## config.mk

```make
export PLATFORM = sky130hd
export DESIGN_NAME = ssd1306_spi_receiver
export DESIGN_NICKNAME = d
export VERILOG_FILES = /design/src/rtl/ssd1306_spi_receiver.sv
export SDC_FILE = /design/constraint.sdc
export NUM_CORES = 1
export LEC_CHECK = 0
export CAP_MARGIN = 40
export CORE_MARGIN = 2
export CORE_UTILIZATION = 60
export CTS_BUF_LIST = sky130_fd_sc_hd__clkbuf_8 sky130_fd_sc_hd__clkbuf_16
export DETAILED_ROUTE_END_ITERATION = 6
export PLACE_DENSITY = 0.82
export SETUP_SLACK_MARGIN = 0.3
export SLEW_MARGIN = 20
export SYNTH_ARGS = -nofsm -noshare
export SYNTH_HDL_FRONTEND = slang
export SYNTH_SLANG_ARGS = --single-unit
```

## constraint.sdc

```tcl
create_clock -name clk -period 3.6 [get_ports clk]
set_input_delay 0.54 -clock clk [delete_from_list [all_inputs] [get_ports clk]]
set_output_delay 0.54 -clock clk [all_outputs]
set_load 0.05 [all_outputs]
```

## src/rtl/ssd1306_spi_receiver.sv

```systemverilog
// SSD1306-style SPI display responder: oversampled SPI front end, command/data
// parser with parameter handling, and framebuffer write port with windowed addressing.
module ssd1306_spi_receiver #(
  parameter int SYNC_STAGES = 2
) (
  input  logic       clk,
  input  logic       rst_n,
  input  logic       spi_sck,
  input  logic       spi_mosi,
  input  logic       spi_ss,
  input  logic       spi_dc,
  output logic [9:0] fb_addr,
  output logic [7:0] fb_data,
  output logic       fb_we,
  output logic       frame_done,
  output logic       disp_on,
  output logic       invert,
  output logic [7:0] contrast,
  output logic [1:0] addr_mode
);

  typedef enum logic [1:0] {ST_IDLE, ST_PARAM, ST_SKIP} state_t;

  logic [SYNC_STAGES-1:0] sck_sync, mosi_sync, ss_sync, dc_sync;
  logic                   sck_s, mosi_s, ss_s, dc_s, sck_prev, sck_rise;
  logic [6:0]             shift_reg;
  logic [2:0]             bit_cnt;
  logic                   byte_vld, rx_dc;
  logic [7:0]             rx_byte;

  assign sck_s    = sck_sync[SYNC_STAGES-1];
  assign mosi_s   = mosi_sync[SYNC_STAGES-1];
  assign ss_s     = ss_sync[SYNC_STAGES-1];
  assign dc_s     = dc_sync[SYNC_STAGES-1];
  assign sck_rise = sck_s & ~sck_prev;

  always_ff @(posedge clk or negedge rst_n) begin
    if (!rst_n) begin
      sck_sync  <= '0;
      mosi_sync <= '0;
      ss_sync   <= '1;
      dc_sync   <= '0;
      sck_prev  <= 1'b0;
    end else begin
      sck_sync  <= {sck_sync[SYNC_STAGES-2:0], spi_sck};
      mosi_sync <= {mosi_sync[SYNC_STAGES-2:0], spi_mosi};
      ss_sync   <= {ss_sync[SYNC_STAGES-2:0], spi_ss};
      dc_sync   <= {dc_sync[SYNC_STAGES-2:0], spi_dc};
      sck_prev  <= sck_s;
    end
  end

  // byte_vld is a one-cycle valid with no ready: the parser accepts every byte
  // in the cycle it is offered, which bytes spaced at f_clk/4 always allow.
  always_ff @(posedge clk or negedge rst_n) begin
    if (!rst_n) begin
      shift_reg <= '0;
      bit_cnt   <= '0;
      byte_vld  <= 1'b0;
      rx_byte   <= '0;
      rx_dc     <= 1'b0;
    end else begin
      byte_vld <= 1'b0;
      if (ss_s) begin
        bit_cnt <= '0;
      end else if (sck_rise) begin
        shift_reg <= {shift_reg[5:0], mosi_s};
        bit_cnt   <= bit_cnt + 3'd1;
        if (bit_cnt == 3'd7) begin
          byte_vld <= 1'b1;
          rx_byte  <= {shift_reg, mosi_s};
          rx_dc    <= dc_s;
        end
      end
    end
  end

  state_t     state, state_nxt;
  logic [2:0] param_cnt, param_cnt_nxt;
  logic [7:0] opcode, opcode_nxt;
  logic [6:0] col, col_nxt, col_start, col_start_nxt, col_end, col_end_nxt;
  logic [2:0] page, page_nxt, page_start, page_start_nxt, page_end, page_end_nxt;
  logic       disp_on_nxt, invert_nxt, fb_we_nxt, frame_done_nxt;
  logic [7:0] contrast_nxt, fb_data_nxt;
  logic [1:0] addr_mode_nxt;
  logic [9:0] fb_addr_nxt;
  logic [6:0] adv_col;
  logic [2:0] adv_page;
  logic       adv_wrap;

  // Pointer position after the current one is written; a window whose start is
  // past its end simply runs through the modulo wrap until it hits the end.
  always_comb begin
    adv_col  = col;
    adv_page = page;
    adv_wrap = 1'b0;
    case (addr_mode)
      2'd0: begin
        if (col == col_end) begin
          adv_col = col_start;
          if (page == page_end) begin
            adv_page = page_start;
            adv_wrap = 1'b1;
          end else begin
            adv_page = page + 3'd1;
          end
        end else begin
          adv_col = col + 7'd1;
        end
      end
      2'd1: begin
        if (page == page_end) begin
          adv_page = page_start;
          if (col == col_end) begin
            adv_col  = col_start;
            adv_wrap = 1'b1;
          end else begin
            adv_col = col + 7'd1;
          end
        end else begin
          adv_page = page + 3'd1;
        end
      end
      default: adv_col = col + 7'd1;
    endcase
  end

  always_comb begin
    state_nxt      = state;
    param_cnt_nxt  = param_cnt;
    opcode_nxt     = opcode;
    col_nxt        = col;
    page_nxt       = page;
    col_start_nxt  = col_start;
    col_end_nxt    = col_end;
    page_start_nxt = page_start;
    page_end_nxt   = page_end;
    disp_on_nxt    = disp_on;
    invert_nxt     = invert;
    contrast_nxt   = contrast;
    addr_mode_nxt  = addr_mode;
    fb_we_nxt      = 1'b0;
    frame_done_nxt = 1'b0;
    fb_addr_nxt    = fb_addr;
    fb_data_nxt    = fb_data;
    if (fb_we) begin
      col_nxt  = adv_col;
      page_nxt = adv_page;
    end
    if (byte_vld) begin
      case (state)
        ST_IDLE: begin
          if (rx_dc) begin
            fb_we_nxt      = 1'b1;
            fb_addr_nxt    = {page, col};
            fb_data_nxt    = rx_byte;
            frame_done_nxt = adv_wrap;
          end else begin
            opcode_nxt = rx_byte;
            casez (rx_byte)
              8'hAE: disp_on_nxt = 1'b0;
              8'hAF: disp_on_nxt = 1'b1;
              8'hA6: invert_nxt  = 1'b0;
              8'hA7: invert_nxt  = 1'b1;
              8'h81, 8'h20: begin
                state_nxt     = ST_PARAM;
                param_cnt_nxt = 3'd1;
              end
              8'h21, 8'h22: begin
                state_nxt     = ST_PARAM;
                param_cnt_nxt = 3'd2;
              end
              8'b1011_0???: page_nxt = rx_byte[2:0];
              8'b0000_????: col_nxt[3:0] = rx_byte[3:0];
              8'b0001_0???: col_nxt[6:4] = rx_byte[2:0];
              8'h8D, 8'hA8, 8'hD3, 8'hD5, 8'hD9, 8'hDA, 8'hDB: begin
                state_nxt     = ST_SKIP;
                param_cnt_nxt = 3'd1;
              end
              8'hA3: begin
                state_nxt     = ST_SKIP;
                param_cnt_nxt = 3'd2;
              end
              8'h29, 8'h2A: begin
                state_nxt     = ST_SKIP;
                param_cnt_nxt = 3'd5;
              end
              8'h26, 8'h27: begin
                state_nxt     = ST_SKIP;
                param_cnt_nxt = 3'd6;
              end
              default: ;
            endcase
          end
        end
        ST_PARAM: begin
          param_cnt_nxt = param_cnt - 3'd1;
          if (param_cnt == 3'd1) state_nxt = ST_IDLE;
          case (opcode)
            8'h81: contrast_nxt = rx_byte;
            8'h20: addr_mode_nxt = (rx_byte[1:0] == 2'd3) ? 2'd2 : rx_byte[1:0];
            8'h21: begin
              if (param_cnt == 3'd2) begin
                col_start_nxt = rx_byte[6:0];
                col_nxt       = rx_byte[6:0];
              end else begin
                col_end_nxt = rx_byte[6:0];
              end
            end
            8'h22: begin
              if (param_cnt == 3'd2) begin
                page_start_nxt = rx_byte[2:0];
                page_nxt       = rx_byte[2:0];
              end else begin
                page_end_nxt = rx_byte[2:0];
              end
            end
            default: ;
          endcase
        end
        default: begin
          param_cnt_nxt = param_cnt - 3'd1;
          if (param_cnt == 3'd1) state_nxt = ST_IDLE;
        end
      endcase
    end
  end

  always_ff @(posedge clk or negedge rst_n) begin
    if (!rst_n) begin
      state      <= ST_IDLE;
      param_cnt  <= '0;
      opcode     <= '0;
      col        <= '0;
      page       <= '0;
      col_start  <= 7'd0;
      col_end    <= 7'd127;
      page_start <= 3'd0;
      page_end   <= 3'd7;
      disp_on    <= 1'b0;
      invert     <= 1'b0;
      contrast   <= 8'h7F;
      addr_mode  <= 2'd2;
      fb_we      <= 1'b0;
      frame_done <= 1'b0;
      fb_addr    <= '0;
      fb_data    <= '0;
    end else begin
      state      <= state_nxt;
      param_cnt  <= param_cnt_nxt;
      opcode     <= opcode_nxt;
      col        <= col_nxt;
      page       <= page_nxt;
      col_start  <= col_start_nxt;
      col_end    <= col_end_nxt;
      page_start <= page_start_nxt;
      page_end   <= page_end_nxt;
      disp_on    <= disp_on_nxt;
      invert     <= invert_nxt;
      contrast   <= contrast_nxt;
      addr_mode  <= addr_mode_nxt;
      fb_we      <= fb_we_nxt;
      frame_done <= frame_done_nxt;
      fb_addr    <= fb_addr_nxt;
      fb_data    <= fb_data_nxt;
    end
  end

endmodule
```

==> flow_summary_export.csv, run 1 <==
group,metric,value,unit
status,outcome,"completed",
route,via_per_inst,6.08,
job,drv_cap,0,
layout,fin_cells,579,
sta,rsz0062_at_grt,"false",
synthesis,yosys.area_share.simple,0.151,
synthesis,yosysUniqueCellTypes,70,
critical_path,timing.rr.end,"col[1]$_DFF_PN0_",
clock_network,cts_buffer_depth,2,
critical_path,cp_max_fo,12,
sta,worst_clock_skew,0.00916,ns
synthesis,synthAdderAreaFrac,0.0176,
synthesis,ys.flop_type,"dfrtp_1",
pwr,pwr_density_cell,379,nW/um^2
synthesis,synth_area,4990,sq um
clock_network,insertion_delay,0.37,ns
sta,post-route-period-util,0.713,
synthesis,synthArstFlopShare,1.00,
critical_path,crit_slowest_cell,"nor3b_1",
critical_path,start_kind,"register",
global_routing,grt_pass1_vias,3480,
sta,setup_tns,0,ns
sta,min_period,2.57,ns
global_routing,grt_max_degree,56,
layout,num_antenna_cells,0,
pwr,switching_power,0.000442,W
layout,multiInputGateArea,2220,sq um
layout,final_util,0.700,
critical_path,r2r_start,"state[0]$_DFFE_PN0P_",
clock_network,cts_tree,"done",
place,dp_hpwl,7.39,mm
critical_path,cpPeakStageDelay,0.56,ns
clock_network,cts_made_buffers,9,
critical_path,cp_top_family,"simple AND/OR/NAND/NOR gates",
route,drc_errors,0,
critical_path,worstSetupPathType,"register to register",
synthesis,synth.area.top_cells,"dfrtp_1, mux2_2, dfstp_2",
sta,fmax,389,MHz
route,wl,10.8,mm
synthesis,synth-compound-area-share,0.0993,
floorplanning,start_util,0.613,
critical_path,path_buf_inv,0,
place,io_buffers,37,
synthesis,synth_nets,449,
floorplanning,rows,33,
clock_network,cts.repair.resized,0,
synthesis,yosys_warnings,0,
critical_path,r2r_slack,1.03,ns
clock_network,cts_setup_buffers,0,
floorplanning,die_area,9060,sq um
route,drt-wirelength-per-cell,18.6,microns
layout,largest_reg_flops,10,
floorplanning,fp.dieH,95.2,microns
global_routing,grt.total_usage,0.263,
synthesis,netlist_instances,436,
pwr,ir_worst_vdd,295,uV
synthesis,synth_top_family_by_area,"simple AND/OR/NAND/NOR gates",
critical_path,end_kind,"register",
floorplanning,ios,38,
critical_path,cp-startpoint,"state[0]$_DFFE_PN0P_",
global_routing,antenna_found_initial,0,
sta,drv_slew,0,
layout,seqCellArea,2630,sq um
route,via_count,3518,
route,first_pass_iters,5,
sta,hold_viol,0,
pwr,share_seq_of_total_power,0.571,
place,dpl.cell_count,563,
synthesis,yosysTopAreaCell,"dfrtp_1",
synthesis,avgSynthCellArea,11.4,sq um
synthesis,synth_mux_area_frac,0.148,
synthesis,synthXorXnorAreaFrac,0.0281,
critical_path,rr_worst_depth,6,
place,gp_congestion,0.948,
pwr,comb_power_share,0.031,
sta,tightest_slew,0.839,ns
clock_network,postCtsHoldBufs,0,
pwr,intPower,0.00172,W
layout,drive_gt1_frac,0.211,
critical_path,cp-endpoint,"col[1]$_DFF_PN0_",
layout,nFillCells,573,
layout,largest-register,"fb_addr",
global_routing,grt_pass1_wl,17.9,mm
clock_network,cts-root-buf,"clkbuf_8",
critical_path,cp.required,3.85,ns
route,postRouteAntennaNets,0,
clock_network,clk_pin_slew,0.09,ns
synthesis,synth_enable_flop_cells,0,
pwr,p_clk_frac,0.398,
sta,slew_headroom,0.440,
critical_path,worstPathCellList,"nor3b_1, nand4_1, o31a_4, a21boi_1, nor2b_1, a211o_1",
synthesis,synth_top_cell_area_share,0.421,
floorplanning,die_x,95.2,microns
route,drt_iter0_drc,191,
synthesis,ys_ff_latch,104,
sta,finalSetupViolations,0,
critical_path,worst_ep_arrival_time,2.82,ns
global_routing,gr-total-overflow,0,
synthesis,seq_area_frac_synth,0.527,
clock_network,cts.sinks,104,
layout,nets,482,
pwr,leakagePower,2.59,nW
floorplanning,core_area,8130,sq um
layout,areaGrowthSynthToFinish,14.2,%
worst_hold_path,holdCritPathClass,"primary input to async pin",
clock_network,h-tree-depth,3,
pwr,switching_share,0.205,
critical_path,path_depth,6,
## cell usage in the layout, fill, tap and decap left out, types with 3 or more instances in the layout
cell type | netlist | layout
clkdlybuf4s50_1 | 0 | 36
inv_2 | 3 | 3
o21ai_1 | 8 | 8
nand4_1 | 6 | 6
ha_1 | 7 | 7
clkbuf_8 | 0 | 10
nand3_1 | 7 | 7
mux2i_1 | 5 | 5
dfstp_2 | 20 | 20
xnor2_1 | 7 | 7
nor2b_1 | 7 | 7
a21oi_1 | 8 | 8
buf_4 | 0 | 4
nand2b_1 | 7 | 7
bufinv_16 | 0 | 3
a211oi_1 | 4 | 4
xor2_1 | 9 | 9
dfrtp_1 | 84 | 84
mux2_2 | 50 | 50
nor2_1 | 24 | 24
mux2_1 | 11 | 11
o21ai_0 | 16 | 16
or3_1 | 3 | 3
inv_1 | 9 | 11
a21o_1 | 4 | 4
a31oi_1 | 3 | 3
and3_1 | 4 | 4
nand3b_1 | 3 | 3
nand2_1 | 43 | 43
nor3_1 | 5 | 5
nor3b_1 | 6 | 6
## through the flow
step / total power [W] / setup slack [ns] / cell area (sq um) / hold slack [ns]
6_report: 0.00216 / 1.03 / 5700 / 0.210
3_5_place_dp: 0.00133 / 1.14 / 5450 / 0.339
5_1_grt: 0.00224 / 0.949 / 5700 / 0.267
4_1_cts: 0.00218 / 1.13 / 5700 / 0.233
3_3_place_gp: 0.00132 / 1.27 / 5410 / 0.334
2_1_floorplan: 0.00128 / 1.60 / 4990 / 0.244
## Yosys cell counts, types with 7 or more instances
cell and instances:
dfrtp_1 84, mux2_2 50, nand2_1 43, nor2_1 24, dfstp_2 20, o21ai_0 16, mux2_1 11, clkbuf_1 10
inv_1 9, xor2_1 9, a21oi_1 8, buf_2 8, o21ai_1 8, ha_1 7, nand2b_1 7, nand3_1 7
nor2b_1 7, xnor2_1 7
## layer usage
layer  GRT usage  up-vias  part of all wire
met4      0.0809        0             0.013
met3      0.0490       15             0.054
met2       0.439      126              0.50
li1            -     1629                 -
met5           0        -                 0
met1       0.350     1748              0.43
## power groups by stage
stage	registers (W)	clock network (W)	logic (W)
after floorplan	0.00125	0	0.0000347
after global placement	0.00125	0	0.0000655
after detailed placement	0.00126	0	0.0000706
after CTS	0.00123	0.000879	0.0000703
after global routing	0.00124	0.000927	0.0000770
final	0.00123	0.000860	0.0000675
## worst min path at each step
stage / end / cells past startpoint / start / slack (ns)
after floorplan: addr_mode[0]$_DFFE_PN0P_ / 0 / rst_n / 0.24
after global routing: byte_vld$_DFF_PN0_ / 1 / rst_n / 0.27
after global placement: dc_sync[1]$_DFF_PN0_ / 0 / dc_sync[0]$_DFF_PN0_ / 0.33
after detailed placement: mosi_sync[1]$_DFF_PN0_ / 0 / mosi_sync[0]$_DFF_PN0_ / 0.34
final: fb_addr[6]$_DFFE_PN0P_ / 1 / rst_n / 0.21
after CTS: byte_vld$_DFF_PN0_ / 1 / rst_n / 0.23
## cell type report
| type | instances | share of cell area |
|---|---|---|
| tap | 105 | 0.0231 |
| multi-input combinational | 300 | 0.389 |
| timing repair buffer | 42 | 0.0760 |
| clock buffer | 10 | 0.0242 |
| inverter | 12 | 0.00791 |
| clock inverter | 6 | 0.0187 |
| sequential | 104 | 0.461 |
## kinds of logic after synthesis
logic type               after synthesis
AO/OA/AOI/OAI                         72
AND/OR/NAND/NOR                      139
buffers and inverters                 32
adder cells (fa/ha/maj)                7
multiplexers                          66
XOR/XNOR                              16
flip-flops                           104
Note: power is estimated with default switching activity, not from simulation.
==> run 2, diff against run 1 <==
--- a/config.mk
+++ b/config.mk
@@ -7,10 +7,10 @@
 export LEC_CHECK = 0
 export CAP_MARGIN = 40
 export CORE_MARGIN = 2
-export CORE_UTILIZATION = 60
+export CORE_UTILIZATION = 58
 export CTS_BUF_LIST = sky130_fd_sc_hd__clkbuf_8 sky130_fd_sc_hd__clkbuf_16
 export DETAILED_ROUTE_END_ITERATION = 6
-export PLACE_DENSITY = 0.82
+export PLACE_DENSITY = 0.79
 export SETUP_SLACK_MARGIN = 0.3
 export SLEW_MARGIN = 20
 export SYNTH_ARGS = -nofsm -noshare
==> constraint.sdc (replaced) <==
create_clock -name clk -period 2.5 [get_ports clk]
set_input_delay 0.375 -clock clk [delete_from_list [all_inputs] [get_ports clk]]
set_output_delay 0.375 -clock clk [all_outputs]
set_load 0.05 [all_outputs]
==> run 2 against run 1 <==
Against the previous run:
- maximum frequency up 19%
- worst setup slack got worse by 0.68 ns
- sequential share of layout area is 0.76 points lower
- sequential power is 45% higher
- worst hold slack improved by 0.15 ns
- flip-flop and latch count unchanged
- largest cell class unchanged
- largest power group unchanged
- clock skew about the same
- final cell count grew 2.9%
- combinational power up 50%
- via count increased by 1.9%
- wire length increased by 2.1%
==> flow_summary_export.csv, run 2 (same netlist as run 1, synthesis figures left out) <==
group,metric,value,unit
status,outcome,"completed",
route,drc_errors,0,
floorplanning,fp.dieH,96.7,microns
sta,tightest_slew,0.510,ns
pwr,pwr_density_cell,495,nW/um^2
critical_path,cpPeakStageDelay,0.51,ns
critical_path,cp_top_family,"simple AND/OR/NAND/NOR gates",
critical_path,path_buf_inv,1,
floorplanning,start_util,0.604,
pwr,leakagePower,2.66,nW
route,first_pass_iters,5,
critical_path,crit_slowest_cell,"nor4bb_1",
clock_network,cts_tree,"done",
floorplanning,die_x,96.7,microns
pwr,ir_worst_vdd,453,uV
clock_network,cts_made_buffers,9,
layout,num_antenna_cells,0,
sta,slew_headroom,0.659,
route,wl,11.0,mm
sta,setup_tns,0,ns
layout,final_util,0.703,
clock_network,cts-root-buf,"clkbuf_8",
floorplanning,die_area,9360,sq um
worst_hold_path,holdCritPathClass,"register to register",
global_routing,gr-total-overflow,0,
floorplanning,ios,38,
place,io_buffers,37,
clock_network,insertion_delay,0.36,ns
global_routing,grt.total_usage,0.246,
global_routing,antenna_found_initial,0,
place,gp_congestion,0.924,
layout,largest_reg_flops,10,
critical_path,start_kind,"register",
critical_path,cp_max_fo,11,
layout,nets,499,
layout,areaGrowthSynthToFinish,16.5,%
sta,finalSetupViolations,0,
route,postRouteAntennaNets,0,
job,drv_cap,0,
global_routing,grt_max_degree,56,
floorplanning,rows,33,
sta,min_period,2.15,ns
route,via_per_inst,6.01,
critical_path,worstSetupPathType,"register to register",
sta,rsz0062_at_grt,"true",
critical_path,end_kind,"register",
place,dp_hpwl,7.74,mm
layout,nFillCells,608,
layout,largest-register,"fb_addr",
sta,hold_viol,0,
route,via_count,3584,
clock_network,cts.sinks,104,
sta,post-route-period-util,0.861,
clock_network,h-tree-depth,3,
layout,final_cell_mix,"dfrtp_1, mux2_2, nand2_1",
route,drt_iter0_drc,157,
critical_path,worstPathCellList,"nor4bb_1, nand4_1, buf_4, nor2b_1, nand3_1, o211ai_1, a31o_1",
global_routing,grt_pass1_vias,3704,
clock_network,cts_buffer_depth,2,
critical_path,cp.required,2.75,ns
floorplanning,core_area,8260,sq um
global_routing,grt_pass1_wl,18.6,mm
sta,fmax,465,MHz
route,drt-wirelength-per-cell,18.4,microns
layout,drive_gt1_frac,0.263,
sta,worst_clock_skew,0.00926,ns
layout,final_common_cell,"dfrtp_1",
sta,drv_slew,0,
critical_path,worst_ep_arrival_time,2.41,ns
clock_network,clk_pin_slew,0.10,ns
==> run 2: path summary, 6_finish.rpt <==
kind / cells after the start / slack (ns) / startpoint / endpoint
max: 7 / 0.35 / state[1]$_DFFE_PN0P_ / col[4]$_DFF_PN0_
min: 0 / 0.36 / ss_sync[0]$_DFF_PN1_ / ss_sync[1]$_DFF_PN1_
max reg2reg: 7 / 0.35 / state[1]$_DFFE_PN0P_ / col[4]$_DFF_PN0_
min reg2reg: 0 / 0.36 / ss_sync[0]$_DFF_PN1_ / ss_sync[1]$_DFF_PN1_
max in group asynchronous: 3 / 1.39 / rst_n / ss_sync[1]$_DFF_PN1_
min in group asynchronous: 2 / 0.39 / rst_n / state[1]$_DFFE_PN0P_
==> run 2: where the power goes <==
group / internal [W] / switching, W
Clock: 0.000403 / 0.000593
Combinational: 0.0000514 / 0.0000492
Sequential: 0.00174 / 0.0000371
Total: 0.00219 / 0.000679
==> run 2: per-stage QoR <==
step	power (W)	area [sq um]	std cells	hold slack, ns	setup WS (ns)
4_1_cts	0.00290	5750	595	0.363	0.313
3_3_place_gp	0.00190	5550	578	0.232	0.384
6_report	0.00287	5810	596	0.364	0.348
3_5_place_dp	0.00191	5550	578	0.235	0.304
5_1_grt	0.00299	5810	596	0.365	0.248
2_1_floorplan	0.00184	4990	436	0.0794	0.498
==> run 2: area by class of cell <==
type,instances,area (sq um),area share
repair buffers,59,549,0.0946
clock inverters,6,52.6,0.00905
inverters,12,45.0,0.00775
clock buffers,10,138,0.0237
well taps,105,131,0.0226
multi-input cells,300,2260,0.389
flip-flops and latches,104,2640,0.454
==> run 2: worst register-to-register path: stages (launching register included) <==
cell and delay, ns:
dfrtp_1 0.49, nor4bb_1 0.51, nand4_1 0.23, buf_4 0.23, nor2b_1 0.18, nand3_1 0.11
o211ai_1 0.09, a31o_1 0.20
==> run 2: repair_timing <==
item | in CTS | in global routing
endpoints found under the hold margin | 8 | 0
hold buffers | 1 | 0
buffers inserted | 0 | 1
pin swaps | 0 | 1
endpoints found under the setup margin | 2 | 9
resized for setup | 2 | 14
==> run 2: layer usage <==
metal | GRT usage | share of wire | up-vias
met5 | 0 | 0 | -
met4 | 0.0899 | 0.023 | 0
met3 | 0.0383 | 0.045 | 23
met2 | 0.404 | 0.48 | 94
met1 | 0.334 | 0.45 | 1792
li1 | - | - | 1675
